File: src/rtl/riscv_regfile_mp_if.sv
// Bundles the register-file access signals so that the decode stage (reads,
// allocations) and the writeback stage (writes) share one connection to the
// file. The master drives addresses, data and enables. The slave is the
// register file, which returns read data and scoreboard state.
interface riscv_regfile_mp_if #(
  parameter int ADDR_WIDTH = 5,
  parameter int DATA_WIDTH = 32,
  parameter int NUM_RD     = 2,
  parameter int NUM_WR     = 1
);
  logic [NUM_WR-1:0]            wen;
  logic [NUM_WR*ADDR_WIDTH-1:0] waddr;
  logic [NUM_WR*DATA_WIDTH-1:0] wdata;
  logic [NUM_RD*ADDR_WIDTH-1:0] raddr;
  logic [NUM_RD*DATA_WIDTH-1:0] rdata;
  logic [NUM_RD-1:0]            rbusy;
  logic                         alloc_en;
  logic [ADDR_WIDTH-1:0]        alloc_addr;
  logic                         any_busy;

  modport master (
    output wen, waddr, wdata, raddr, alloc_en, alloc_addr,
    input  rdata, rbusy, any_busy
  );

  modport slave (
    input  wen, waddr, wdata, raddr, alloc_en, alloc_addr,
    output rdata, rbusy, any_busy
  );
endinterface

File: src/rtl/riscv_regfile_mp.sv
// Multi-port register file with a per-register busy scoreboard.
// - Reads are combinational.
// - When BYPASS is set, a read returns data that is being written in the
//   same cycle.
// - When ZERO_REG is set, register 0 always reads as zero and is never busy.
// - Each register holds a busy bit. An allocation sets the bit and a
//   writeback clears it. If both happen in the same cycle, the allocation
//   wins because it represents the newer producer.
module riscv_regfile_mp #(
  parameter int ADDR_WIDTH = 5,
  parameter int DATA_WIDTH = 32,
  parameter int NUM_RD     = 2,
  parameter int NUM_WR     = 1,
  parameter int ZERO_REG   = 1,
  parameter int BYPASS     = 1
) (
  input  logic                clk,
  input  logic                rst_n,
  riscv_regfile_mp_if.slave   bus
);

  localparam int DEPTH = 2 ** ADDR_WIDTH;
  localparam logic [ADDR_WIDTH-1:0] ZERO_ADDR = {ADDR_WIDTH{1'b0}};
  localparam logic [DATA_WIDTH-1:0] ZERO_DATA = {DATA_WIDTH{1'b0}};

  logic [DATA_WIDTH-1:0]        regs_r [DEPTH];
  logic [DEPTH-1:0]             busy_r;
  logic [DEPTH-1:0]             busy_nxt_s;
  logic [DEPTH-1:0]             clr_mask_s;
  logic [DEPTH-1:0]             set_mask_s;
  logic [NUM_RD*DATA_WIDTH-1:0] rdata_s;
  logic [NUM_RD-1:0]            rbusy_s;

  // Returns true for the hardwired-zero register when that feature is enabled.
  function automatic logic is_zero_reg(input logic [ADDR_WIDTH-1:0] a);
    return (ZERO_REG != 0) && (a == ZERO_ADDR);
  endfunction

  // Decodes a register index into a one-hot mask.
  function automatic logic [DEPTH-1:0] onehot(input logic [ADDR_WIDTH-1:0] a);
    logic [DEPTH-1:0] v;
    v    = {DEPTH{1'b0}};
    v[a] = 1'b1;
    return v;
  endfunction

  // Updates the register array. Ports are visited in ascending order, so the
  // highest-index port wins when several ports write the same register.
  always_ff @(posedge clk or negedge rst_n) begin
    if (!rst_n) begin
      for (int r = 0; r < DEPTH; r++) begin
        regs_r[r] <= ZERO_DATA;
      end
    end else begin
      for (int i = 0; i < NUM_WR; i++) begin
        if (bus.wen[i] && !is_zero_reg(bus.waddr[i*ADDR_WIDTH +: ADDR_WIDTH])) begin
          regs_r[bus.waddr[i*ADDR_WIDTH +: ADDR_WIDTH]] <= bus.wdata[i*DATA_WIDTH +: DATA_WIDTH];
        end
      end
    end
  end

  // Computes the next scoreboard state. Clears come from writebacks and sets
  // come from the allocation. Sets are applied last so that they win.
  always_comb begin
    clr_mask_s = {DEPTH{1'b0}};
    for (int i = 0; i < NUM_WR; i++) begin
      clr_mask_s = clr_mask_s
                 | (onehot(bus.waddr[i*ADDR_WIDTH +: ADDR_WIDTH]) & {DEPTH{bus.wen[i]}});
    end
    set_mask_s    = onehot(bus.alloc_addr) & {DEPTH{bus.alloc_en}};
    busy_nxt_s    = (busy_r & ~clr_mask_s) | set_mask_s;
    busy_nxt_s[0] = (ZERO_REG != 0) ? 1'b0 : busy_nxt_s[0];
  end

  // Holds the scoreboard busy bits.
  always_ff @(posedge clk or negedge rst_n) begin
    if (!rst_n) begin
      busy_r <= {DEPTH{1'b0}};
    end else begin
      busy_r <= busy_nxt_s;
    end
  end

  for (genvar j = 0; j < NUM_RD; j++) begin : g_rd
    logic [ADDR_WIDTH-1:0] raddr_s;
    logic [DATA_WIDTH-1:0] data_s;
    logic                  mask_s;

    assign raddr_s = bus.raddr[j*ADDR_WIDTH +: ADDR_WIDTH];
    // Outputs are forced low while reset is held and for the zero register.
    assign mask_s  = !rst_n || is_zero_reg(raddr_s);

    // Starts from the stored value. When bypass is enabled, each matching
    // write port overrides it in ascending order, so the highest index wins.
    always_comb begin
      data_s = regs_r[raddr_s];
      for (int i = 0; i < NUM_WR; i++) begin
        data_s = ((BYPASS != 0) && bus.wen[i]
                  && (bus.waddr[i*ADDR_WIDTH +: ADDR_WIDTH] == raddr_s))
               ? bus.wdata[i*DATA_WIDTH +: DATA_WIDTH] : data_s;
      end
    end

    assign rdata_s[j*DATA_WIDTH +: DATA_WIDTH] = mask_s ? ZERO_DATA : data_s;
    // rbusy follows the registered state only; a write in the same cycle
    // does not clear it early.
    assign rbusy_s[j] = mask_s ? 1'b0 : busy_r[raddr_s];
  end

  assign bus.rdata    = rdata_s;
  assign bus.rbusy    = rbusy_s;
  assign bus.any_busy = |busy_r;

endmodule

File: src/flat_wrapper.sv
// flat-port wrapper written by rule: the top's interface ports become plain ports
module riscv_regfile_mp_flat 
#(
  parameter int ADDR_WIDTH = 5,
  parameter int DATA_WIDTH = 32,
  parameter int NUM_RD     = 2,
  parameter int NUM_WR     = 1,
  parameter int ZERO_REG   = 1,
  parameter int BYPASS     = 1
)
  (clk, rst_n, bus_wen, bus_waddr, bus_wdata, bus_raddr, bus_alloc_en, bus_alloc_addr, bus_rdata, bus_rbusy, bus_any_busy);
  riscv_regfile_mp_if #(.ADDR_WIDTH(ADDR_WIDTH), .DATA_WIDTH(DATA_WIDTH), .NUM_RD(NUM_RD), .NUM_WR(NUM_WR)) bus_i ();
  input  logic clk;
  input  logic rst_n;
  input wire logic [$bits(bus_i.wen)-1:0] bus_wen;
  input wire logic [$bits(bus_i.waddr)-1:0] bus_waddr;
  input wire logic [$bits(bus_i.wdata)-1:0] bus_wdata;
  input wire logic [$bits(bus_i.raddr)-1:0] bus_raddr;
  input wire logic [$bits(bus_i.alloc_en)-1:0] bus_alloc_en;
  input wire logic [$bits(bus_i.alloc_addr)-1:0] bus_alloc_addr;
  output wire logic [$bits(bus_i.rdata)-1:0] bus_rdata;
  output wire logic [$bits(bus_i.rbusy)-1:0] bus_rbusy;
  output wire logic [$bits(bus_i.any_busy)-1:0] bus_any_busy;
  assign bus_i.wen = bus_wen;
  assign bus_i.waddr = bus_waddr;
  assign bus_i.wdata = bus_wdata;
  assign bus_i.raddr = bus_raddr;
  assign bus_i.alloc_en = bus_alloc_en;
  assign bus_i.alloc_addr = bus_alloc_addr;
  assign bus_rdata = bus_i.rdata;
  assign bus_rbusy = bus_i.rbusy;
  assign bus_any_busy = bus_i.any_busy;
  riscv_regfile_mp #(.ADDR_WIDTH(ADDR_WIDTH), .DATA_WIDTH(DATA_WIDTH), .NUM_RD(NUM_RD), .NUM_WR(NUM_WR), .ZERO_REG(ZERO_REG), .BYPASS(BYPASS)) u_core (.clk(clk), .rst_n(rst_n), .bus(bus_i));
endmodule
File: config.mk
export PLATFORM = sky130hd
export DESIGN_NAME = riscv_regfile_mp_flat
export DESIGN_NICKNAME = d
export VERILOG_FILES = /design/src/rtl/riscv_regfile_mp_if.sv /design/src/rtl/riscv_regfile_mp.sv /design/src/flat_wrapper.sv
export SDC_FILE = /design/constraint.sdc
export NUM_CORES = 2
export LEC_CHECK = 0
export BUFFER_PORTS_ARGS = -buffer_cell sky130_fd_sc_hd__buf_4
export CORE_MARGIN = 4
export CORE_UTILIZATION = 60
export CTS_BUF_LIST = sky130_fd_sc_hd__clkbuf_16
export DETAILED_ROUTE_END_ITERATION = 16
export PLACE_DENSITY_LB_ADDON = 0.25
export SETUP_SLACK_MARGIN = 0.5
export SYNTH_ARGS = -nofsm -noshare
export SYNTH_HDL_FRONTEND = slang
export SYNTH_SLANG_ARGS = --single-unit
File: constraint.sdc
create_clock -name clk -period 4 [get_ports clk]
set_input_delay 0.4 -clock clk [delete_from_list [all_inputs] [get_ports clk]]
set_output_delay 0.4 -clock clk [all_outputs]
set_load 0.02 [all_outputs]
* Word level (Yosys, flattened, before mapping)
Index checks and enable logic that the tools add are counted.
** Storage, ports and cells
- Register bits :: 1055
- Input bits :: 56
- Word-level logic and storage cells :: 90
** Operators by class
- Magnitude comparators :: 10
- Eq/ne operators :: 2
- Mux-type cells :: 23
- Bitwise operators :: 8
- Reduce and logical (&&, ||, !) cells :: 14
** Operator list (count)
- $bwmux W1024 :: 1
- $bmux W32 S5 :: 2
- $mux W32 :: 9
- $demux W32 S5 :: 1
- $and A32 B32 Y32 :: 3
- $not A32 Y32 :: 1
- $or A32 B32 Y32 :: 1
- $reduce_or A31 Y1 :: 1
- $lt A5 B6 Y1 const B :: 4
- $ge A6 B6 Y1 const B :: 3
- $not A5 Y6 :: 3
- $logic_not A5 Y1 :: 3
- $bmux W1 S5 :: 2
- $demux W1 S5 :: 2
- $eq A5 B5 Y1 :: 2
- $ge A5 B1 Y1 const B :: 2
- $logic_and A1 B1 Y1 :: 6
- $lt A6 B1 Y1 const B :: 1
- $mux W1 :: 6
- $logic_not A1 Y1 :: 2
- $logic_or A1 B1 Y1 :: 2

* Depth between registers and ports, before layout
- Word-level depth :: 8
- Mapped depth :: 9

* Least setup slack after synthesis
Ideal clock, no wire load.
- Path type :: input port to output port
- Start point :: input port bus_raddr[5]
- End point :: output port bus_rdata[62]
- Data arrival time :: 2.279 ns
- Data required time :: 3.600 ns
- Setup slack :: 1.321 ns
- Stages :: 8
- Buffers on the path :: 3
- Path through :: buf_6 -> buf_6 -> buf_6 -> mux2i_1 -> a221oi_1 -> o21ai_0 -> nor4bb_1 -> a2111oi_1
** On the way
- Word-level cells in the longest chain between the ends :: 6
- Elaborated cells between the ends (all ways) :: 10
- Classes of those cells :: eq/ne (1); mux (5); bitwise (1); reduce/logical (3)
** RTL lines
- start, declared :: RTL line flat_wrapper.sv:18 : input wire logic [$bits(bus_i.raddr)-1:0] bus_raddr;
- $not A5 Y6 (not written as such) :: RTL line riscv_regfile_mp.sv:97 : data_s = regs_r[raddr_s];
- $bmux W32 S5 :: RTL line riscv_regfile_mp.sv:97
- $mux W32 (not written as such) (2 in series) :: RTL line riscv_regfile_mp.sv:97
- $mux W32 :: RTL line riscv_regfile_mp.sv:101 : ? bus.wdata[i*DATA_WIDTH +: DATA_WIDTH] : data_s;
- $mux W32 * :: RTL line riscv_regfile_mp.sv:105 : assign rdata_s[j*DATA_WIDTH +: DATA_WIDTH] = mask_s ? ZERO_DATA : data_s;
- end, declared :: RTL line flat_wrapper.sv:21 : output wire logic [$bits(bus_i.rdata)-1:0] bus_rdata;
Mark *: on every way between the ends. The rest lies on a longest branch, timed or not. The select of a mux whose other input is x is not followed.

* Worst setup path after layout
- Start point :: input port bus_raddr[6]
- End point :: output port bus_rdata[42]
Same word-level chain as after synthesis.

==> results by group <==
Status
  • Status: complete, no violations

STA
  • Clock Skews: 0 ns
  • Fin. max-slew vios: 0
  • Setup TNS: 0 ns
  • Final hold violation count: 0
  • Max Freq: 0.287 GHz
  • Slew HR: 22.2%
  • Actual slew at the worst max-slew pin: 1.16 ns
  • Tmin final: 3.48 ns
  • Final Cycle Share: 87.1%
  • Final setup margin: 0.516 ns
  • Final setup violating endpoints: 0
  • Unrepaired setup endpoints after global routing: false

Routing
  • 1st-pass router iterations: 5
  • Wire per inst: 31.5 um
  • Via/cell ratio: 7.29
  • Iteration-0 DRC Markers: 3824
  • Drt total wl: 166000 um
  • # DRC: 0
  • Antenna Violating Nets Remaining: 0
  • Via count: 38400

Yosys
  • Top cells by count, synth: dfrtp_1, mux2_2, mux4_2
  • FFs w/ async S/R, synth: 100%
  • Synth Area in Compound Gates: 7.28%
  • Main combinational cell family by area after synthesis: multiplexers
  • Flops & latches, synth: 1055
  • Post-Synth Simple-Gate Area: 1.88%
  • Dominant synthesized flop cell: dfrtp_1
  • Post-synth EDFFs: 0
  • Library cells used by synthesis: 51
  • Synth Area in XOR/XNOR: 0.153%
  • Sequential fraction of the synthesis area: 46.3%
  • Synthesized Nets: 4069
  • Synth area leader: dfrtp_1
  • Mapped Area: 57100 um^2
  • Mapped Cells: 4013
  • Mux cell area share after synthesis: 40.6%
  • Syn. warnings: 0
  • Syn avg cell area: 14.2 um^2
  • Adder-Cell Fraction of Synth Area: 0%
  • Top cells by area, synth: dfrtp_1, mux2_2, mux4_2
  • Top-area cell type share of the netlist area: 46.3%
  • Most frequent cell after synthesis: dfrtp_1

Global route
  • Largest net degree at the start of global routing: 179
  • Total global routing track utilization: 33.3%
  • Antenna violations before repair: 0
  • Global-route wire length before repair: 251000 um
  • Gr ovfl total: 0
  • Number of global-route vias before repair: 39600

Worst setup path
  • Worst Reg-to-Reg Cells: 2
  • CP max FO: 37
  • Worst path most repeated cell: buf_4
  • Crit path kind: in2out
  • Crit path arrival time: 3.08 ns
  • CP required: 3.60 ns
  • Crit path cell chain: buf_8 > nor2b_4 > buf_4 > a221oi_1 > a22oi_1 > o21ai_0 > a221o_1 > buf_4
  • Worst path slowest cell: nor2b_4
  • CP max stage delay: 0.50 ns
  • Startpoint type of the worst setup path: primary input
  • Worst setup EP type: primary output

Clocking
  • Clock slew at reported path FFs: 0.06 ns
  • Clock latency on the worst-skew pair: 0.70 ns
  • CTS tree: yes
  • CTS buffer count: 112
  • Setup bufs post-CTS: 0
  • Root buffer cell: clkbuf_16
  • Sinks on Clock Net: 1055
  • CTS Buffer Depth: 3
  • CTS H-Tree Depth: 3

Place
  • Placed Area: 59100 um^2
  • Hpwl dp: 97900 um
  • Pre-CTS setup slack: 0.610 ns
  • Gp weighted congestion: 0.857
  • Port bufs: 122

Power
  • Part of the power in combinational logic: 20.8%
  • Clock Power Share: 32.2%
  • Net Sw Frac: 28.4%
  • Sequential share of power: 46.9%
  • Internal power: 21800 uW
  • Power per cell area: 487 nW/um^2
  • Worst IR drop on VDD: 0.397 mV
  • Switch Pwr: 8630 uW
  • Static leakage: 0.0272 uW

Floorplanning
  • Die Width: 316 um
  • Die Y: 316 um
  • IO Pins: 123
  • Rows: 112
  • Total die area: 100000 um^2
  • Initial core utilization: 60.8%
  • Core Area: 93900 um^2

Finish
  • Fraction of final layout cells sized beyond drive strength 1: 46.2%
  • # diodes: 0
  • Register area: 26400 um^2
  • Final Cell Area: 62500 um^2
  • # fillers: 6708
  • Nets: 3975
  • Area of the multi-input gates: 28700 um^2
  • Area growth syn-to-layout: 9.57%

Run
  • Max cap viols: 0

Min path
  • Worst Hold Class: in2reg
  • Hold path cells: 3
## area by class of cell
class | instances | share of cell area (%)
clock inverter | 90 | 0.880
multi-input combinational | 2494 | 45.9
timing repair buffer | 251 | 3.91
clock buffer | 114 | 4.56
tap | 1254 | 2.51
inverter | 5 | 0.0340
sequential | 1055 | 42.2
## worst paths after layout
path | start | endpoint | slack, ns
worst min register to register | u_core.regs_r[1018] | u_core.regs_r[1018] | 0.40
worst min-delay path | bus_alloc_addr[1] | u_core.busy_r[29] | 0.11
max in group asynchronous | rst_n | u_core.regs_r[536] | 1.84
worst max-delay path | bus_raddr[6] | bus_rdata[42] | 0.52
min in group asynchronous | rst_n | u_core.regs_r[318] | 0.12
worst max register to register | u_core.busy_r[15] | u_core.busy_r[15] | 3.16
## layout by cell type, fill, tap and decap left out, types with 5 or more instances in the layout
master | synthesis | routed
nor3b_1 | 8 | 8
clkbuf_16 | 0 | 114
nand3b_1 | 8 | 8
inv_1 | 4 | 23
o21ai_0 | 116 | 116
clkinv_2 | 0 | 21
nand3_1 | 11 | 11
nand2_2 | 0 | 16
nor2_4 | 0 | 19
a22oi_1 | 96 | 96
mux2_1 | 28 | 28
dfrtp_1 | 1055 | 1055
nor2b_1 | 36 | 32
nand2_1 | 28 | 12
buf_12 | 0 | 41
mux2_2 | 1026 | 1026
mux2i_1 | 288 | 288
a211oi_1 | 60 | 60
buf_8 | 0 | 5
a221oi_1 | 126 | 126
o21ai_1 | 11 | 11
clkinv_1 | 0 | 34
mux4_2 | 373 | 373
a21oi_1 | 31 | 31
a22o_1 | 15 | 15
xor2_1 | 6 | 6
a221o_1 | 62 | 62
buf_4 | 32 | 202
o221ai_1 | 31 | 31
nor2_1 | 87 | 70
nor4_1 | 9 | 9
## stage by stage
step / instances / utilization, % / total power [uW] / hold WS [ns]
3_5_place_dp: 5058 / 63.0 / 20700 / 0.242
5_1_grt: 5263 / 66.6 / 31700 / 0.0889
4_1_cts: 5263 / 66.6 / 30400 / 0.0591
2_1_floorplan: 4013 / - / 18700 / 0.104
3_3_place_gp: 5058 / 63.0 / 20300 / 0.243
6_report: 5263 / 66.6 / 30400 / 0.108
## state kept, by name (all words and copies together), names as in the netlist
signal / cells
u_core.regs_r: 1024
u_core.busy_r: 31
## critical path: cells and delay by family
family / cells / cell delay (ns)
and+or+nand+nor: 1 / 0.50
buffers and inverters: 3 / 0.94
AOI/OAI and AO/OA: 4 / 1.13
## metal layers
metal  global-route usage, %  up-vias  share of wire [%]
met5                       0        -                  0
li1                        -    15400                  -
met2                    53.5     1932                 48
met1                    45.2    20500                 40
met3                    6.44      487                8.1
met4                    13.7        0                4.7
## cell families (layout without fill, tap and decap cells)
logic type	count (synthesis)	count (layout)
AOI/OAI and AO/OA	555	555
xor gates and xnor gates	10	10
buffers and inverters	464	460
DFF	1055	1055
muxes	1715	1715
and+or+nand+nor	214	214
## repair_timing
action | in CTS | in global routing
gates resized for setup | 0 | 1
hold buffers | 1 | 0
setup endpoints to repair | 0 | 1
hold endpoints to repair | 5 | 0
## power by group through the flow
stage                     logic [uW]  registers (uW)  clock network, uW
after detailed placement        6300           14400                  0
after floorplan                 4900           13800                  0
after global placement          6130           14200                  0
final                           6340           14300               9810
after CTS                       6340           14200               9910
after global routing            6820           14500              10400
Power figures use the tool's default switching activity.
